**src/rtl/rv_defs.sv**
```systemverilog
// Shared definitions for the uRV writeback path: load funct3 encodings and
// writeback FSM states.
package rv_defs;

    localparam logic [2:0] LDST_B  = 3'b000;
    localparam logic [2:0] LDST_H  = 3'b001;
    localparam logic [2:0] LDST_L  = 3'b010;
    localparam logic [2:0] LDST_BU = 3'b100;
    localparam logic [2:0] LDST_HU = 3'b101;

    typedef enum logic {
        WB_IDLE      = 1'b0,
        WB_WAIT_LOAD = 1'b1
    } wb_state_t;

endpackage

```
**src/rtl/rv_load_align.sv**
```systemverilog
// Combinational load lane extraction: selects byte/halfword/word from the
// memory read word and sign- or zero-extends it; valid=0 for unused funct3.
module rv_load_align
    import rv_defs::*;
(
    input  logic [2:0]  fun,
    input  logic [1:0]  addr,
    input  logic [31:0] data,
    output logic [31:0] value,
    output logic        valid
);

    logic [7:0]  lane_b;
    logic [15:0] lane_h;

    always_comb begin
        case (addr)
            2'd0:    lane_b = data[7:0];
            2'd1:    lane_b = data[15:8];
            2'd2:    lane_b = data[23:16];
            default: lane_b = data[31:24];
        endcase
        lane_h = addr[1] ? data[31:16] : data[15:0];
    end

    always_comb begin
        value = 32'd0;
        valid = 1'b0;
        case (fun)
            LDST_B: begin
                value = {{24{lane_b[7]}}, lane_b};
                valid = 1'b1;
            end
            LDST_BU: begin
                value = {24'd0, lane_b};
                valid = 1'b1;
            end
            LDST_H: begin
                value = {{16{lane_h[15]}}, lane_h};
                valid = 1'b1;
            end
            LDST_HU: begin
                value = {16'd0, lane_h};
                valid = 1'b1;
            end
            LDST_L: begin
                value = data;
                valid = 1'b1;
            end
            default: begin
                value = 32'd0;
                valid = 1'b0;
            end
        endcase
    end

endmodule

```
**src/rtl/rv_writeback.sv**
```systemverilog
// uRV writeback stage: commits ALU results and completes loads into the
// register file. Optional load timeout enabled by RV_WB_LOAD_TIMEOUT_EN.
module rv_writeback
    import rv_defs::*;
#(
    parameter int g_load_timeout = 255
) (
    input  logic        clk_i,
    input  logic        rst_i,
    input  logic [2:0]  x_fun_i,
    input  logic        x_load_i,
    input  logic [4:0]  x_rd_i,
    input  logic [31:0] x_rd_value_i,
    input  logic        x_rd_write_i,
    input  logic [31:0] x_dm_addr_i,
    input  logic [31:0] dm_data_l_i,
    input  logic        dm_load_done_i,
    output logic        w_stall_req_o,
    output logic [4:0]  rf_rd_o,
    output logic [31:0] rf_rd_value_o,
    output logic        rf_rd_write_o,
    output logic        w_load_err_o
);

    wb_state_t   state, state_nxt;
    logic [4:0]  rd_p1;
    logic [2:0]  fun_p1;
    logic [1:0]  addr_p1;

    logic [2:0]  al_fun;
    logic [1:0]  al_addr;
    logic [31:0] al_value;
    logic        al_valid;

    logic        commit;
    logic        commit_wr;
    logic [4:0]  commit_rd;
    logic [31:0] commit_value;
    logic        latch_load;
    logic        timeout;

    logic        unused_addr;
    assign unused_addr = ^x_dm_addr_i[31:2];

    // Pending load uses latched fields; otherwise align the live x_* inputs.
    assign al_fun  = (state == WB_WAIT_LOAD) ? fun_p1  : x_fun_i;
    assign al_addr = (state == WB_WAIT_LOAD) ? addr_p1 : x_dm_addr_i[1:0];

    rv_load_align u_align (
        .fun   (al_fun),
        .addr  (al_addr),
        .data  (dm_data_l_i),
        .value (al_value),
        .valid (al_valid)
    );

`ifdef RV_WB_LOAD_TIMEOUT_EN
    logic [7:0] cnt_p1;
    logic [7:0] cnt_inc;

    assign cnt_inc = cnt_p1 + 8'd1;
    assign timeout = (state == WB_WAIT_LOAD) && !dm_load_done_i
                     && (cnt_inc == 8'(g_load_timeout));

    always_ff @(posedge clk_i) begin
        if (rst_i) begin
            cnt_p1       <= 8'd0;
            w_load_err_o <= 1'b0;
        end else begin
            w_load_err_o <= timeout;
            if (latch_load)
                cnt_p1 <= 8'd0;
            else if (state == WB_WAIT_LOAD)
                cnt_p1 <= cnt_inc;
        end
    end
`else
    logic unused_cfg;
    assign unused_cfg   = ^8'(g_load_timeout);
    assign timeout      = 1'b0;
    assign w_load_err_o = 1'b0;
`endif

    always_comb begin
        state_nxt     = state;
        w_stall_req_o = 1'b0;
        commit        = 1'b0;
        commit_wr     = 1'b0;
        commit_rd     = x_rd_i;
        commit_value  = x_rd_value_i;
        latch_load    = 1'b0;
        case (state)
            WB_IDLE: begin
                if (x_load_i) begin
                    if (dm_load_done_i) begin
                        commit       = 1'b1;
                        commit_value = al_value;
                        commit_wr    = al_valid && (x_rd_i != 5'd0);
                    end else begin
                        latch_load    = 1'b1;
                        w_stall_req_o = 1'b1;
                        state_nxt     = WB_WAIT_LOAD;
                    end
                end else begin
                    commit    = 1'b1;
                    commit_wr = x_rd_write_i && (x_rd_i != 5'd0);
                end
            end
            WB_WAIT_LOAD: begin
                commit_rd = rd_p1;
                if (dm_load_done_i) begin
                    commit       = 1'b1;
                    commit_value = al_value;
                    commit_wr    = al_valid && (rd_p1 != 5'd0);
                    state_nxt    = WB_IDLE;
                end else begin
                    w_stall_req_o = 1'b1;
                    if (timeout)
                        state_nxt = WB_IDLE;
                end
            end
            default: state_nxt = WB_IDLE;
        endcase
    end

    // Register-file write port boundary: all rf_* outputs registered here.
    always_ff @(posedge clk_i) begin
        if (rst_i) begin
            state         <= WB_IDLE;
            rd_p1         <= 5'd0;
            fun_p1        <= 3'd0;
            addr_p1       <= 2'd0;
            rf_rd_o       <= 5'd0;
            rf_rd_value_o <= 32'd0;
            rf_rd_write_o <= 1'b0;
        end else begin
            state         <= state_nxt;
            rf_rd_write_o <= commit_wr;
            if (latch_load) begin
                rd_p1   <= x_rd_i;
                fun_p1  <= x_fun_i;
                addr_p1 <= x_dm_addr_i[1:0];
            end
            if (commit) begin
                rf_rd_o       <= commit_rd;
                rf_rd_value_o <= commit_value;
            end
        end
    end

endmodule
```
**config.mk**
```make
export PLATFORM = sky130hd
export DESIGN_NAME = rv_writeback
export DESIGN_NICKNAME = d
export VERILOG_FILES = /design/src/rtl/rv_defs.sv /design/src/rtl/rv_load_align.sv /design/src/rtl/rv_writeback.sv
export SDC_FILE = /design/constraint.sdc
export NUM_CORES = 1
export LEC_CHECK = 0
export ABC_AREA = 1
export BUFFER_PORTS_ARGS = -buffer_cell sky130_fd_sc_hd__buf_2
export CORE_MARGIN = 2
export CORE_UTILIZATION = 40
export CTS_CLUSTER_DIAMETER = 200
export DETAILED_ROUTE_END_ITERATION = 16
export PLACE_DENSITY = 0.74
export SLEW_MARGIN = 5
export SYNTH_ARGS = -nofsm -noshare
export SYNTH_HDL_FRONTEND = slang
export SYNTH_HIERARCHICAL = 1
export SYNTH_SLANG_ARGS = --single-unit
```
**constraint.sdc**
```tcl
create_clock -name clk_i -period 3.2 [get_ports clk_i]
set_clock_uncertainty 0.05 [all_clocks]
set_input_delay 0.48 -clock clk_i [delete_from_list [all_inputs] [get_ports clk_i]]
set_output_delay 0.48 -clock clk_i [all_outputs]
set_load 0.01 [all_outputs]
```
Yosys cells after proc, flatten, opt, wreduce, memory -nomap -nowiden
Index checks and enable logic that the tools add are counted.
{ "word_totals": {"regBits": 49, "inputBits": 109, "output_inout_bits": 40} }
{ "classes": {"eq_ne": 6, "mux": 21, "bitwise": 1, "n_reduce_logical": 8} }
{ "ops": {"columns": ["op", "count"], "rows": [
  ["32-bit one-hot mux with 5 select lines", 1],
  ["32-bit two-way mux", 2],
  ["32-bit one-hot mux with 2 select lines", 1],
  ["8-bit one-hot mux with 3 select lines", 1],
  ["16-bit two-way mux", 1],
  ["5-bit nonzero test", 2],
  ["1-bit two-way mux", 9],
  ["3-bit == test (second input constant)", 2],
  ["1-bit one-hot mux with 2 select lines", 3],
  ["5-bit two-way mux", 1],
  ["5-bit OR reduction", 1],
  ["3-bit by 1-bit == test with 1-bit output (second input constant)", 1],
  ["3-bit by 2-bit == test with 1-bit output (second input constant)", 1],
  ["1-bit logical AND", 3],
  ["3-bit logical NOT", 1],
  ["3-bit two-way mux", 1],
  ["2-bit by 1-bit == test with 1-bit output (second input constant)", 1],
  ["2-bit == test (second input constant)", 1],
  ["2-bit logical NOT", 1],
  ["2-bit two-way mux", 1],
  ["1-bit inverter", 1]
]} }

Depth between registers and ports, before layout
{ "depth": {"ltp_word": 8, "ltp_mapped": 16, "depth_no_buf": 13} }

Hierarchy
The synthesis kept the hierarchy.
{ "by_module_without_submodules": {"columns": ["mod", "instances", "cells_each", "area_per_inst_um2", "seq_area_each_um2"], "rows": [
  ["rv_writeback", 1, 402, 2601.2, 980.9],
  ["rv_load_align", 1, 243, 1089.8, 0.0]
]} }

Worst setup path after synthesis
Ideal clock, no wire load.
{ "synth_timing": {"path_type": "reg2reg", "startpoint": "reg state", "endpoint": "reg rf_rd_value_o[16]", "setup_ns": 0.058, "t_arrival_ns": 2.358, "path_slack_ns": 0.733, "stages_incl_launch_ff": 13, "synth_period_minus_slack_ns": 2.467, "path_cell_list": "dfxtp_1 buf_6 clkbuf_1 o21ai_0 nand3_4 buf_2 nor2_1 nor2_1 nand2_2 nand2_1 o21ai_0 nand2_1 nand2_1"} }
{ "synth_between": {"elab_cells_between_ends": 18, "classes_between": "eq/ne: 6; mux: 9; bitwise: 1; reduce/logical: 2"} }
{ "synth_lines": {"columns": ["element", "line_no", "text"], "rows": [
  ["from (decl)", "rv_writeback.sv:25", "wb_state_t state, state_nxt;"],
  ["from (signal assigned)", "rv_writeback.sv:137", "state <= state_nxt;"],
  ["3-bit two-way mux (*)", "rv_writeback.sv:46", "assign al_fun = (state == WB_WAIT_LOAD) ? fun_p1 : x_fun_i;"],
  ["named net al_fun[1]", "rv_writeback.sv:30", "logic [2:0] al_fun;"],
  ["3-bit by 2-bit == test with 1-bit output (tied with other cells)", "rv_load_align.sv:29", "case (fun)"],
  ["32-bit one-hot mux with 5 select lines (*)", "rv_load_align.sv:29", null],
  ["named net al_value[16]", "rv_writeback.sv:32", "logic [31:0] al_value;"],
  ["32-bit two-way mux (*)", "rv_writeback.sv:95, rv_writeback.sv:111", null],
  ["32-bit two-way mux", "rv_writeback.sv:94", "if (x_load_i) begin"],
  ["32-bit one-hot mux with 2 select lines (*)", "rv_writeback.sv:92", "case (state)"],
  ["to (signal assigned)", "rv_writeback.sv:146", "rf_rd_value_o <= commit_value;"],
  ["to (decl)", "rv_writeback.sv:20", "output logic [31:0] rf_rd_value_o,"]
]} }
The timed path passes the listed nets; every way through them passes the cells marked *.
A chain may end at the register's enable or synchronous reset.

Worst setup path in the final report
{ "layout_timing": {"startpoint": "reg state", "endpoint": "reg rf_rd_value_o[15]"} }
Same word-level chain as after synthesis.

==> flow_metrics.tcl <==
set metrics [dict create \
    result_of_the_run "finished clean" \
    synth_largest_type_area_fraction 0.2675 \
    worstMarginPinSlew_ns 0.6943 \
    critPathMaxFanout 28 \
    placed_instances 847 \
    clock_insertion_delay_worst_skew_ns 0.31 \
    placeableCoreArea_um2 9109 \
    n_fill_cell 1038 \
    global_route_wire_length_before_repair_um 16460 \
    setup.reg_to_reg.worst_slack_ns 0.64 \
    antenna-diode-count 0 \
    drt-total-wl_um 9790 \
    h-tree-depth 2 \
    pin_count 149 \
    worst_ep_arrival_time_ns 2.76 \
    cts.reportedPaths.clkPinSlew_ns 0.10 \
    setup-tns-final_ns 0 \
    grt_antenna_before_repair 1 \
    globalRouteOverflowTotal 0 \
    synth_top_cell_by_area "nand2_1" \
    postSynthRegisterBits 49 \
    slowest_stage "dfxtp_1" \
    main_combinational_cell_family_by_area_after_synthesis "simple AND/OR/NAND/NOR gates" \
    slew_violations 0 \
    yosysWarnings 6 \
    synth.most_common_cell "nand2_1" \
    maxCapViolCount 0 \
    timing.critical_path.cells "buf_4 > o21ai_0 > inv_1 > nand3_4 > inv_1 > nand2_1 > o21ai_0 > inv_1 > nand2_1 > nand2_1 > o21ai_0 > nand2_1 > a21oi_2" \
    fraction_of_synthesized_cell_area_in_xor_and_xnor_cells 0 \
    cts.root.buffer_cell "clkbuf_8" \
    count_of_cell_types_in_the_netlist 30 \
    numCtsBuffers 5 \
    number_of_resized_instances_in_the_post_cts_repair_step 0 \
    drive_above_1_share 0.2352 \
    timing.critical_path.buf_inv 4 \
    initial_core_util 0.4052 \
    worst-endpoint-required_ns 3.40 \
    synth.area.mux_share 0 \
    whs_path_depth 2 \
    cts_tree "done" \
    fp.dieArea_um2 10010 \
    pwr-share-clk 0.261 \
    number_of_global_route_vias_before_repair 3612 \
    initialDrtViolationCount 219 \
    synth_commonest_cells "nand2_1 (263), inv_1 (79), nor2_1 (73)" \
    unrepaired_setup_endpoints_after_global_routing "false" \
    regToRegStartpoint "state" \
    hold_path.class "register to register" \
    port_buffers 117 \
    worst_setup_path_start_kind "register" \
    nets_finish 852 \
    floorplan.die.height_um 100.1 \
    place_hpwl_um 7400 \
    cts-root-to-sink-buffers 2 \
    r2r.worst_path.cells 13 \
    globalRouteTotalUtil 0.1998 \
    worst_case_vdd_ir_drop_mv 0.1770 \
    grt_max_degree 38 \
    edff_count_synth 0 \
    detail_route.first_pass.iterations 4 \
    gp_routability_congestion 0.9205 \
    synthArstFlopShare 0 \
    crit_path_max_incr_delay_ns 0.61 \
    post_drt_via_cell_ratio 4.723 \
    synth_simple_gate_area_frac 0.4786 \
    timing.critical_path.to_type "register" \
    cts_hold_buf 0 \
    setup.worst_path.class "register to register" \
    p_int_w 0.001008 \
    critical_path.most_common_cell "nand2_1" \
    syn-instance-count 645 \
    critical_path.reg2reg.endpoint "rf_rd_value_o[15]" \
    area_delta_synth_final_pct 17.08 \
    post-route-period-util 0.8006 \
    routedWlPerCell_um 11.45 \
    power_density_nw_per_um2 367.0 \
    synth.top_cells.by_area "nand2_1 (27%), dfxtp_1 (27%), inv_1 (8.0%)" \
    final-hold-violation-count 0 \
    synth_area_per_cell_um2 5.723 \
    register_share_of_total_power 0.433 \
    postCtsSetupRepairBufs 0 \
    post_synth_instance_area_um2 3691 \
    timing.final.setup_violations 0 \
    drc 0 \
    comb_power_share 0.306 \
    compound_gate_fraction_of_synth_area 0.09831 \
    cellLeakagePower_nw 2.504 \
    switchingPower_w 0.0005774 \
    synth_ff_type "dfxtp_1" \
    die_x_um 100.1 \
    min_to "rf_rd_value_o[30]" \
    antenna_left 0 \
    via_count 4038 \
    max_freq_mhz 390.3 \
    max_slew_margin 0.5371 \
    clkSinkCount 49 \
    finalNonFillerCells 855 \
    p_sw_frac 0.3641 \
    period_minus_slack_ns 2.562 \
    critPathTopFamily "buffers and inverters" \
    std_cell_rows 35 \
    min-delay-start "rf_rd_value_o[30]" \
    synth.net_count 754 \
    synth.yosys.seq_area_share 0.2658 \
    synth_area_in_adders 0 \
]
layer usage:
metal / up-vias / global-route usage / wire, µm
met3: 25 / 0.02994 / 545
met4: 2 / 0.06849 / 271
li1: 2141 / - / -
met5: - / 0 / 13
met2: 126 / 0.3316 / 4508
met1: 1744 / 0.2656 / 4451
worst min-delay path, cell delays in order, from the launching register on:
cell	delay, ns
dfxtp_1	0.32
nand2_1	0.06
nand2_1	0.04
layout make-up:
class | instances | area (µm²) | area share
clock inverters | 3 | 28.78 | 0.006659
inverters | 87 | 329.1 | 0.07614
clock buffers | 5 | 68.82 | 0.01592
well taps | 111 | 138.9 | 0.03214
flip-flops and latches | 49 | 980.9 | 0.2270
multi-input cells | 476 | 2137 | 0.4945
repair buffers | 124 | 638.1 | 0.1477
worst max path at each step:
stage / from / depth (start not counted) / slack (ns) / to
detailed placement: x_fun_i[0] / 13 / 0.58 / rf_rd_value_o[23]
global placement: x_fun_i[0] / 13 / 0.60 / rf_rd_value_o[23]
CTS: state / 13 / 0.61 / rf_rd_value_o[15]
floorplan: state / 12 / 0.73 / rf_rd_value_o[16]
finish: state / 13 / 0.64 / rf_rd_value_o[15]
global route: state / 13 / 0.29 / rf_rd_value_o[15]
layout by cell type, fill, tap and decap left out, drive strengths merged:
master	netlist	routed
a21oi	11	11
buf	29	124
clkbuf	4	5
clkinv	4	4
conb	1	1
dfxtp	49	49
inv	83	86
nand2	276	276
nand3	44	44
nand3b	2	2
nand4	5	5
nor2	82	82
nor3	1	1
o21ai	54	54
power by group through the flow:
stage	Clock, W	Combinational (W)	Sequential (W)
2_1_floorplan	0	0.000327	0.000717
3_3_place_gp	0	0.000482	0.000700
3_5_place_dp	0	0.000485	0.000701
4_1_cts	0.000426	0.000488	0.000687
5_1_grt	0.000451	0.000556	0.000693
6_report	0.000414	0.000485	0.000687
registers in the layout, indices dropped and copies added (netlist names):
register,cells
rd_p1,5
state,1
rf_rd_write_o,1
rf_rd_o,5
addr_p1,2
fun_p1,3
rf_rd_value_o,32
kinds of logic after synthesis:
| logic type | after synthesis |
|---|---|
| AND/OR/NAND/NOR | 410 |
| buffers and inverters | 120 |
| AO/OA/AOI/OAI | 65 |
| flip-flops | 49 |
| other | 1 |
stage by stage:
| stage | hold WS [ns] | setup WS, ns | utilization | instance area [µm²] | total power (W) |
|---|---|---|---|---|---|
| 2_1_floorplan | 0.3902 | 0.7335 | - | 3691 | 0.001045 |
| 3_3_place_gp | 0.3738 | 0.6013 | 0.4637 | 4224 | 0.001182 |
| 3_5_place_dp | 0.3793 | 0.5778 | 0.4637 | 4224 | 0.001186 |
| 4_1_cts | 0.3998 | 0.6114 | 0.4745 | 4322 | 0.001601 |
| 5_1_grt | 0.4154 | 0.2856 | 0.4745 | 4322 | 0.001700 |
| 6_report | 0.3965 | 0.6380 | 0.4745 | 4322 | 0.001586 |
No activity file was read; power rests on OpenSTA's default activity.
